## src/rtl/clmul_seq.sv

```systemverilog
`default_nettype none
// ============================================================================
//  Module   : clmul_seq
//  Purpose  : Sequential carry-less (GF(2)) multiplier. Scans one multiplier
//             bit per cycle, MSB first, and emits the unreduced product
//             for the downstream field reducer.
//  Option   : CLMUL_OPERAND_MASK_EN - zero operand bits at positions at or
//             above the latched grade when the operands are captured.
//  Revision : 1.0 - initial release
// ============================================================================
module clmul_seq #(
  parameter int DATA_WIDTH = 4
) (
  input  logic                          clk,
  input  logic                          rst,
  input  logic                          start,
  input  logic [$clog2(DATA_WIDTH):0]   polyn_grade,
  input  logic [DATA_WIDTH-1:0]         a,
  input  logic [DATA_WIDTH-1:0]         b,
  output logic [2*DATA_WIDTH-1:0]       prod,
  output logic                          busy,
  output logic                          op_finish
);

  localparam int GW = $clog2(DATA_WIDTH) + 1;  // grade width
  localparam int IW = $clog2(DATA_WIDTH);      // bit index width
  localparam int AW = 2*DATA_WIDTH - 1;        // accumulator width

  typedef enum logic [1:0] {
    S_IDLE = 2'd0,
    S_RUN  = 2'd1,
    S_DONE = 2'd2
  } state_t;

  state_t                  state_q;
  logic [DATA_WIDTH-1:0]   a_q;
  logic [DATA_WIDTH-1:0]   b_q;
  logic [AW-1:0]           acc_q;
  logic [IW-1:0]           idx_q;
  logic                    err_q;   // invalid-grade request waiting to report
  logic [2*DATA_WIDTH-1:0] prod_q;
  logic                    busy_q;
  logic                    fin_q;

  logic                    w_grade_ok;
  logic [DATA_WIDTH-1:0]   a_d;
  logic [DATA_WIDTH-1:0]   b_d;
  logic [IW-1:0]           idx_d;
  logic [AW-1:0]           acc_d;

  // Request decode: grade range check, operand capture values, start index
  always_comb begin
    w_grade_ok = (polyn_grade >= GW'(2)) && (polyn_grade <= GW'(DATA_WIDTH));
    idx_d      = IW'(polyn_grade - GW'(1));
`ifdef CLMUL_OPERAND_MASK_EN
    a_d = '0;
    b_d = '0;
    for (int i = 0; i < DATA_WIDTH; i++) begin
      if (GW'(i) < polyn_grade) begin
        a_d[i] = a[i];
        b_d[i] = b[i];
      end
    end
`else
    a_d = a;
    b_d = b;
`endif
  end

  // One MSB-first shift-and-XOR step of the carry-less product
  always_comb begin
    acc_d = (acc_q << 1) ^ (b_q[idx_q] ? {{(AW-DATA_WIDTH){1'b0}}, a_q} : '0);
  end

  // Control FSM with registered busy / op_finish and held product
  always_ff @(posedge clk) begin
    if (rst) begin
      state_q <= S_IDLE;
      a_q     <= '0;
      b_q     <= '0;
      acc_q   <= '0;
      idx_q   <= '0;
      err_q   <= 1'b0;
      prod_q  <= '0;
      busy_q  <= 1'b0;
      fin_q   <= 1'b0;
    end else begin
      busy_q <= 1'b0;
      fin_q  <= 1'b0;
      case (state_q)
        S_IDLE, S_DONE: begin
          if (err_q) begin
            // Invalid grade reports one cycle after acceptance, with no RUN
            err_q   <= 1'b0;
            prod_q  <= '0;
            fin_q   <= 1'b1;
            state_q <= S_DONE;
          end else if (start && w_grade_ok) begin
            a_q     <= a_d;
            b_q     <= b_d;
            acc_q   <= '0;
            idx_q   <= idx_d;
            busy_q  <= 1'b1;
            state_q <= S_RUN;
          end else if (start) begin
            err_q   <= 1'b1;
            state_q <= S_IDLE;
          end else begin
            state_q <= S_IDLE;
          end
        end
        S_RUN: begin
          acc_q <= acc_d;
          idx_q <= idx_q - IW'(1);
          if (idx_q == '0) begin
            prod_q  <= {1'b0, acc_d};
            fin_q   <= 1'b1;
            state_q <= S_DONE;
          end else begin
            busy_q  <= 1'b1;
          end
        end
        default: state_q <= S_IDLE;
      endcase
    end
  end

  assign prod      = prod_q;
  assign busy      = busy_q;
  assign op_finish = fin_q;

endmodule
`default_nettype wire

```

## config.mk

```make
export PLATFORM = sky130hd
export DESIGN_NAME = clmul_seq
export DESIGN_NICKNAME = d
export VERILOG_FILES = /design/src/rtl/clmul_seq.sv
export SDC_FILE = /design/constraint.sdc
export NUM_CORES = 1
export LEC_CHECK = 0
export ABC_AREA = 1
export CAP_MARGIN = 0
export CORE_MARGIN = 2
export CORE_UTILIZATION = 35
export CTS_CLUSTER_DIAMETER = 80
export DETAILED_ROUTE_END_ITERATION = 12
export PLACE_DENSITY = 0.62
export SLEW_MARGIN = 0
export SYNTH_ARGS = -nofsm -noshare
export SYNTH_HDL_FRONTEND = slang
export SYNTH_SLANG_ARGS = --single-unit
```

## constraint.sdc

```tcl
create_clock -name clk -period 3.65 [get_ports clk]
set_input_delay 0.5475 -clock clk [delete_from_list [all_inputs] [get_ports clk]]
set_output_delay 0.5475 -clock clk [all_outputs]
set_load 0.005 [all_outputs]
```

Word level (Yosys, flattened, before mapping)
Cells that the tools add are included.

storage, ports and cells
  register bits after elaboration = 29
  latch bits = 0
  bits in writable memories = 0
  ROM bits = 0
  output and inout port bits = 10
  word-level logic and storage cells = 57
  memories kept = 0

operators by class
  add/sub/neg operators = 2
  multiply operators = 0
  divide/modulo/power cells = 0
  order comparisons = 3
  equality and inequality tests = 6
  shift-type cells = 0
  mux-type cells = 26
  bitwise gates (word level) = 2
  reductions and logical operators = 9

operator list
  operator                                                            count
  two-way mux 8 bit                                                   2
  case mux 8 bit (2 select lines)                                     1
  two-way mux 6 bit                                                   2
  case mux 6 bit (2 select lines)                                     1
  two-way mux 1 bit                                                   10
  AND reduction 3 bit                                                 3
  two-way mux 2 bit                                                   4
  != test 2 bit (second input constant)                               4
  case mux 2 bit (2 select lines)                                     2
  bitwise XOR 7 x 4 -> 7 bit                                          1
  logical NOT 2 bit                                                   2
  two-way mux 4 bit                                                   1
  case mux 1 bit (2 select lines)                                     2
  subtractor 2 x 1 -> 2 bit (second input constant)                   2
  greater-or-equal comparator 3 x 2 -> 1 bit (second input constant)  1
  less-or-equal comparator 3 bit (second input constant)              1
  < comparator 2 x 3 -> 1 bit (second input constant)                 1
  binary-select mux 1 bit (select 2 bit)                              1
  == test 2 x 1 -> 1 bit (second input constant)                      1
  == test 2 bit (second input constant)                               1
  logical AND 1 bit                                                   2
  nonzero test 2 bit                                                  1
  OR reduction 2 bit                                                  1
  NOT 1 bit                                                           1

Logic depth before layout (Yosys ltp)
  depth in word-level cells = 6
  mapped depth = 8
  gate-level depth less buffers = 8

Worst setup path before layout
No wires, ideal clock.

  path type = input port to flip-flop
  start point = input port polyn_grade[2]
  end point = register a_q[1]
  arrival = 1.227 ns
  data required time = 3.522 ns
  path slack = 2.295 ns
  cell stages on the path = 5
  path buffers = 1
  cell sequence = a21oi_1 nand4_2 buf_2 o21ai_1 a21oi_1

between the ends
  cells in the longest elaborated chain, start to end = 4
  elaborated cells on any way between the ends = 5

ends and longest elaborated chain
  item                                                                                          line  source
  start, declared                                                                               17    input logic [$clog2(DATA_WIDTH):0] polyn_grade,
  greater-or-equal comparator 3 x 2 -> 1 bit or less-or-equal comparator 3 bit (tied branches)  53    w_grade_ok = (polyn_grade >= GW'(2)) && (polyn_grade <= GW'(DATA_WIDTH));
  logical AND 1 bit (*)                                                                         53
  logical AND 1 bit (*)                                                                         98    end else if (start && w_grade_ok) begin
  AND reduction 3 bit (no line) (*)                                                             -
  end signal, assigned                                                                          79    a_q <= '0;
  end signal, assigned                                                                          99    a_q <= a_d;
  end, declared                                                                                 36    logic [DATA_WIDTH-1:0] a_q;

Every way passes the cells marked *; elsewhere a longest branch is shown, timed or not.
A chain may end at the register's enable or synchronous reset.

Final worst setup path
  start point = input port polyn_grade[2]
  end point = register idx_q[1]

between the ends
  cells in the longest elaborated chain, start to end = 5
  elaborated cells on any way between the ends = 6

ends and longest elaborated chain
  item                                                                                          line  source
  greater-or-equal comparator 3 x 2 -> 1 bit or less-or-equal comparator 3 bit (tied branches)  53
  logical AND 1 bit (*)                                                                         53
  logical AND 1 bit (*)                                                                         98
  != test 2 bit (no line) (*)                                                                   -
  AND reduction 3 bit (no line) (*)                                                             -
  end signal, assigned                                                                          102   idx_q <= idx_d;
  end signal, assigned                                                                          114   idx_q <= idx_q - IW'(1);
  end, declared                                                                                 39    logic [IW-1:0] idx_q;

Marks and branches as above.

==> impl_metrics.env <==
export IMPL_area_delta_synth_final_pct=24.20
export IMPL_clock_sinks=28
export IMPL_crit_slowest_cell="nand4_2"
export IMPL_grt_pass1_wl_microns=3857
export IMPL_critPathMostFrequentCell="nor2_1"
export IMPL_cts_tree="done"
export IMPL_setup_tns_ps=0
export IMPL_synth_area_sq_um=1174
export IMPL_critPathMaxFanout=25
export IMPL_criticalPathCategory="primary input to flop"
export IMPL_required_ps=3880
export IMPL_num_io_pins=24
export IMPL_finalHoldViolCount=0
export IMPL_synth_edff_count=0
export IMPL_cts_hold_buf=0
export IMPL_cts_resized=0
export IMPL_wl_met2_microns=1155
export IMPL_ant_nets=0
export IMPL_syn_nets=163
export IMPL_finalCritPeriodShare=0.5348
export IMPL_drive_gt1_frac=0.07738
export IMPL_hold_path_class="flop to flop"
export IMPL_wl_microns=2327
export IMPL_crit_buf_inv=2
export IMPL_coreArea_sq_um=3284
export IMPL_avgSynthCellArea_sq_um=7.877
export IMPL_max_slew_margin_rel=0.6150
export IMPL_via_count=1018
export IMPL_viasPerCell=4.757
export IMPL_utilization=0.4438
export IMPL_die_x_microns=61.91
export IMPL_outcome="complete, no violations"
export IMPL_slew_violations=0
export IMPL_tightestPinTransition_ps=576.1
export IMPL_antenna_found_initial=0
export IMPL_cap_violations=0
export IMPL_cpLargestDelayFamily="simple AND/OR/NAND/NOR gates"
export IMPL_grt_usage=0.1353
export IMPL_root_buffer="clkbuf_4"
export IMPL_ys_ff_latch=28
export IMPL_met1_length_microns=1084
export IMPL_placed_cell_area_sq_um=1405
export IMPL_end_kind="flop"
export IMPL_max_freq_mhz=512.3
export IMPL_final_area_sq_um=1458
export IMPL_yosysSeqAreaShare=0.4776
export IMPL_worstPathCellList="clkdlybuf4s50_1, a21oi_1, nand4_2, nand2_1, inv_1, nor2_1, nor2_1"
export IMPL_crit_path_start_kind="primary input"
export IMPL_cts_buffer_depth=2
export IMPL_cpPeakStageDelay_ps=490
export IMPL_clkTransAtPathRegs_ps=140
export IMPL_power_density_nw_per_um2=449.4
export IMPL_routedWlPerCell_microns=10.87
export IMPL_finalCriticalPeriod_ps=1952
export IMPL_synth_cell_types=21
export IMPL_place_gp_congestion=0.7337
export IMPL_p_leak_nw=0.5457
export IMPL_overflow=0
export IMPL_min_from="b_q[3]"
export IMPL_postSynthCellCount=149
export IMPL_chipHeight_microns=61.91
export IMPL_postCtsSetupBuffers=0
export IMPL_grt_setup_unrepaired="no"
export IMPL_clk_latency_ps=320
export IMPL_setup_worst_path_start="polyn_grade[2]"
export IMPL_die_area_sq_um=3832
export IMPL_hold_ws_ps=460.2
export IMPL_grt_max_degree=26
export IMPL_ys_warn_count=0
export IMPL_ir_worst_vdd_uv=141.9
export IMPL_dpl_hpwl_microns=1722
export IMPL_grt_pass1_vias=909
export IMPL_h_tree_depth=1
export IMPL_setup_violations=0
export IMPL_fillers=320
export IMPL_async_flop_share=0
export IMPL_rows=21
export IMPL_io_buffers=22
export IMPL_yosys_most_used_dff="dfxtp_1"
export IMPL_timing_rr_start="err_q"
export IMPL_drc=0
export IMPL_start_util=0.3573
export IMPL_nets=183
export IMPL_cts_buffers=3
export IMPL_drtPass1Iterations=4
export IMPL_drtIter0Drc=42
export IMPL_diodes=0
export IMPL_place_ws_ps=1344
export IMPL_reg2reg_setup_slack_ps=2010
export IMPL_fin_worst_skew_ps=11.01
export IMPL_setup_ws_ps=1698
export IMPL_top_layer_used="met4"
export IMPL_arrival_ps=2180
export IMPL_wl_met3_microns=52
worst min-delay path: cells and delay by family, from the launching register on:
kind / cells / cell delay [ps]
DFF: 1 / 330
AOI/OAI and AO/OA: 1 / 50
buffers and inverters: 1 / 50
flip-flops by register name, summed over array words and instances (netlist names):
| register | count |
|---|---|
| b_q | 4 |
| acc_q | 6 |
| state_q | 2 |
| busy | 1 |
| err_q | 1 |
| prod | 7 |
| op_finish | 1 |
| a_q | 4 |
| idx_q | 2 |
worst paths after layout:
check | cells after the start | to
max reg2reg | 6 | idx_q[1]
min | 2 | b_q[3]
max | 7 | idx_q[1]
min reg2reg | 2 | b_q[3]
through the flow:
stage          instances  power [W]
4_1_cts              214  0.0006618
5_1_grt              214  0.0006897
6_report             214  0.0006551
3_3_place_gp         210  0.0004581
2_1_floorplan        149  0.0004202
3_5_place_dp         210  0.0004622
cell families (layout without fill, tap and decap cells):
logic type                after synthesis  count (layout)  share of synthesized area
DFF                                    28              28                     0.4776
AOI/OAI and AO/OA                      46              46                     0.2143
other                                   1               1                   0.003195
and+or+nand+nor                        45              45                     0.1908
xor gates and xnor gates                1               1                   0.007464
buffers and inverters                  28              47                     0.1066
layout by cell type, fill, tap and decap left out, types with 2 or more instances in the layout:
cell type / Yosys / routed
inv_2: 2 / 2
nand2_1: 16 / 16
o21ai_2: 4 / 4
clkdlybuf4s50_1: 0 / 22
nand4_1: 4 / 4
a21oi_1: 23 / 23
dfxtp_1: 28 / 28
clkbuf_4: 0 / 3
o21ai_1: 9 / 9
nor2_1: 7 / 7
o21ai_0: 8 / 8
nand3_1: 16 / 16
inv_1: 19 / 19
power breakdown:
| part | internal [W] | switching (W) |
|---|---|---|
| registers | 0.000329 | 0.0000166 |
| logic | 0.0000512 | 0.0000580 |
| clock network | 0.000111 | 0.0000896 |
| total | 0.000491 | 0.000164 |
cell type report:
class,instances,area [sq um],area share
clock buffers,3,22.52,0.01545
flip-flops and latches,28,560.5,0.3845
inverters,21,78.83,0.05408
well taps,46,57.56,0.03948
clock inverters,1,30.03,0.02060
multi-input cells,93,488.0,0.3348
repair buffers,22,220.2,0.1511
synth_stat cells, types with 2 or more instances:
cell,n,area [sq um]
a21oi_1,23,115.1
buf_6,2,22.52
clkbuf_1,3,11.26
dfxtp_1,28,560.5
inv_1,19,71.32
inv_2,2,7.510
nand2_1,16,60.06
nand3_1,16,80.08
nand4_1,4,25.02
nor2_1,7,26.28
o21ai_0,8,40.04
o21ai_1,9,45.04
o21ai_2,4,35.03
per-layer routing:
layer	GRT usage	up-vias
met4	0.05471	0
li1	-	535
met3	0.01863	2
met1	0.1622	471
met2	0.2421	10
met5	0	-
Power figures use the tool's default switching activity.
==> variant, RTL diff (same settings) <==
`DATA_WIDTH`: 4 -> 16.
--- a/src/rtl/clmul_seq.sv
+++ b/src/rtl/clmul_seq.sv
@@ -9,7 +9,7 @@
 //  Revision : 1.0 - initial release
 // ============================================================================
 module clmul_seq #(
-  parameter int DATA_WIDTH = 4
+  parameter int DATA_WIDTH = 16
 ) (
   input  logic                          clk,
   input  logic                          rst,
Interface: changed (resized a, b, polyn_grade and prod); port bits go from 24 to 74. No check against the original RTL was run, so the function may have changed too.
==> variant against the unedited design <==
Register-to-register slack got worse by 0.59 ns; routed wire length grew to 4.3 times the old value; sequential cell count rose by 74; worst setup slack got worse by 0.28 ns; non-clock buffer count up 59; count of clock-buffer cells in the layout grew 6; power rose to 4.0 times the old value; area after synthesis grew to 3.7 times the old value; worst hold slack is essentially flat; critical path depth did not move; final area grew to 3.6 times the old value; utilization fell by 0.49 points; synthesized cell count grew to 3.6 times the old value; final cell count grew to 3.6 times the old value.
==> variant: results (changes against the unedited design) <==
* M1 GR Usage at 20.29% (was 16.22%)
* Detail-routed via count per cell at 4.837 (was 4.757)
* RD Place Congestion at 0.7941 (was 0.7337)
* DRT met1 WL at 4.605 mm (was 1.084 mm)
* CTS Buf Count at 9 (was 3)
* Area occupied by multi-input gates at 0.001869 mm2 (was 488.0 um2)
* CP max-delay cell: o21ai_4 (was nand4_2)
* Layout cell share with drive strength beyond 1 at 10.32% (was 7.738%)
* Seq area share at 38.57% (was 38.45%)
* Post-Syn Instances at 543 (was 149)
* Top cells by count, synth: 102 x dfxtp_1, 84 x nand2_1, 81 x nor2_1 (was 28 x dfxtp_1, 23 x a21oi_1, 19 x inv_1)
* Vias in the first global route at 3652 (was 909)
* Detailed Route Iter0 Violations at 141 (was 42)
* Clk slew on worst S/H paths at 0.07 ns (was 0.14 ns)
* Highest ir drop seen on vdd at 0.0002733 V (was 0.0001419 V)
* Fill count at 1214 (was 320)
* Worst Hold End: b_q[0]$_SDFFE_PP0P_ (was b_q[3]$_SDFFE_PP0N_)
* Status: completed (unchanged)
* Layout clock area frac at 5.507% (was 3.605%)
* Largest cells by area after synthesis: dfxtp_1 47%, nand2_1 7.3%, nor2_1 7.0% (was dfxtp_1 48%, a21oi_1 9.8%, nand3_1 6.8%)
* Max FFs per register at 31 (was 7)
* Synth Register Bits at 102 (was 28)
* Avg WL per Cell at 13.10 um (was 10.87 um)
* CP Max Fanout at 22 (was 25)
* Reg2reg path depth at 7 (was 6)
* Slew @ Worst Pin at 0.5824 ns (was 0.5761 ns)
* Leakage Power at 1.902 nW (was 0.5457 nW)
* Post-Synth Adder-Cell Area at 0.2887% (was 0%)
* Clock Skews at 0.006441 ns (was 0.01101 ns)
* Root Driver: clkbuf_16 (was clkbuf_4)
[variant: how the worst max path moves through the flow]
stage                     startpoint                      to  slack [ns]  cells past startpoint
2_1_floorplan         polyn_grade[1]  acc_q[23]$_SDFFE_PP0P_        2.00                      8
3_3_place_gp          polyn_grade[1]    a_q[10]$_SDFFE_PP0P_        1.26                      9
3_5_place_dp          polyn_grade[1]     a_q[1]$_SDFFE_PP0P_        1.18                      9
4_1_cts        idx_q[0]$_SDFFE_PP0P_   prod[30]$_SDFFE_PP0P_        1.42                      7
5_1_grt        idx_q[0]$_SDFFE_PP0P_  acc_q[10]$_SDFFE_PP0P_        1.15                     10
6_report       idx_q[0]$_SDFFE_PP0P_   prod[30]$_SDFFE_PP0P_        1.42                      7
[variant: where the power goes]
part           leakage (nW)  internal [W]  switching, W
logic                 0.928      0.000199      0.000249
registers             0.832       0.00120     0.0000521
clock network         0.142      0.000479      0.000450
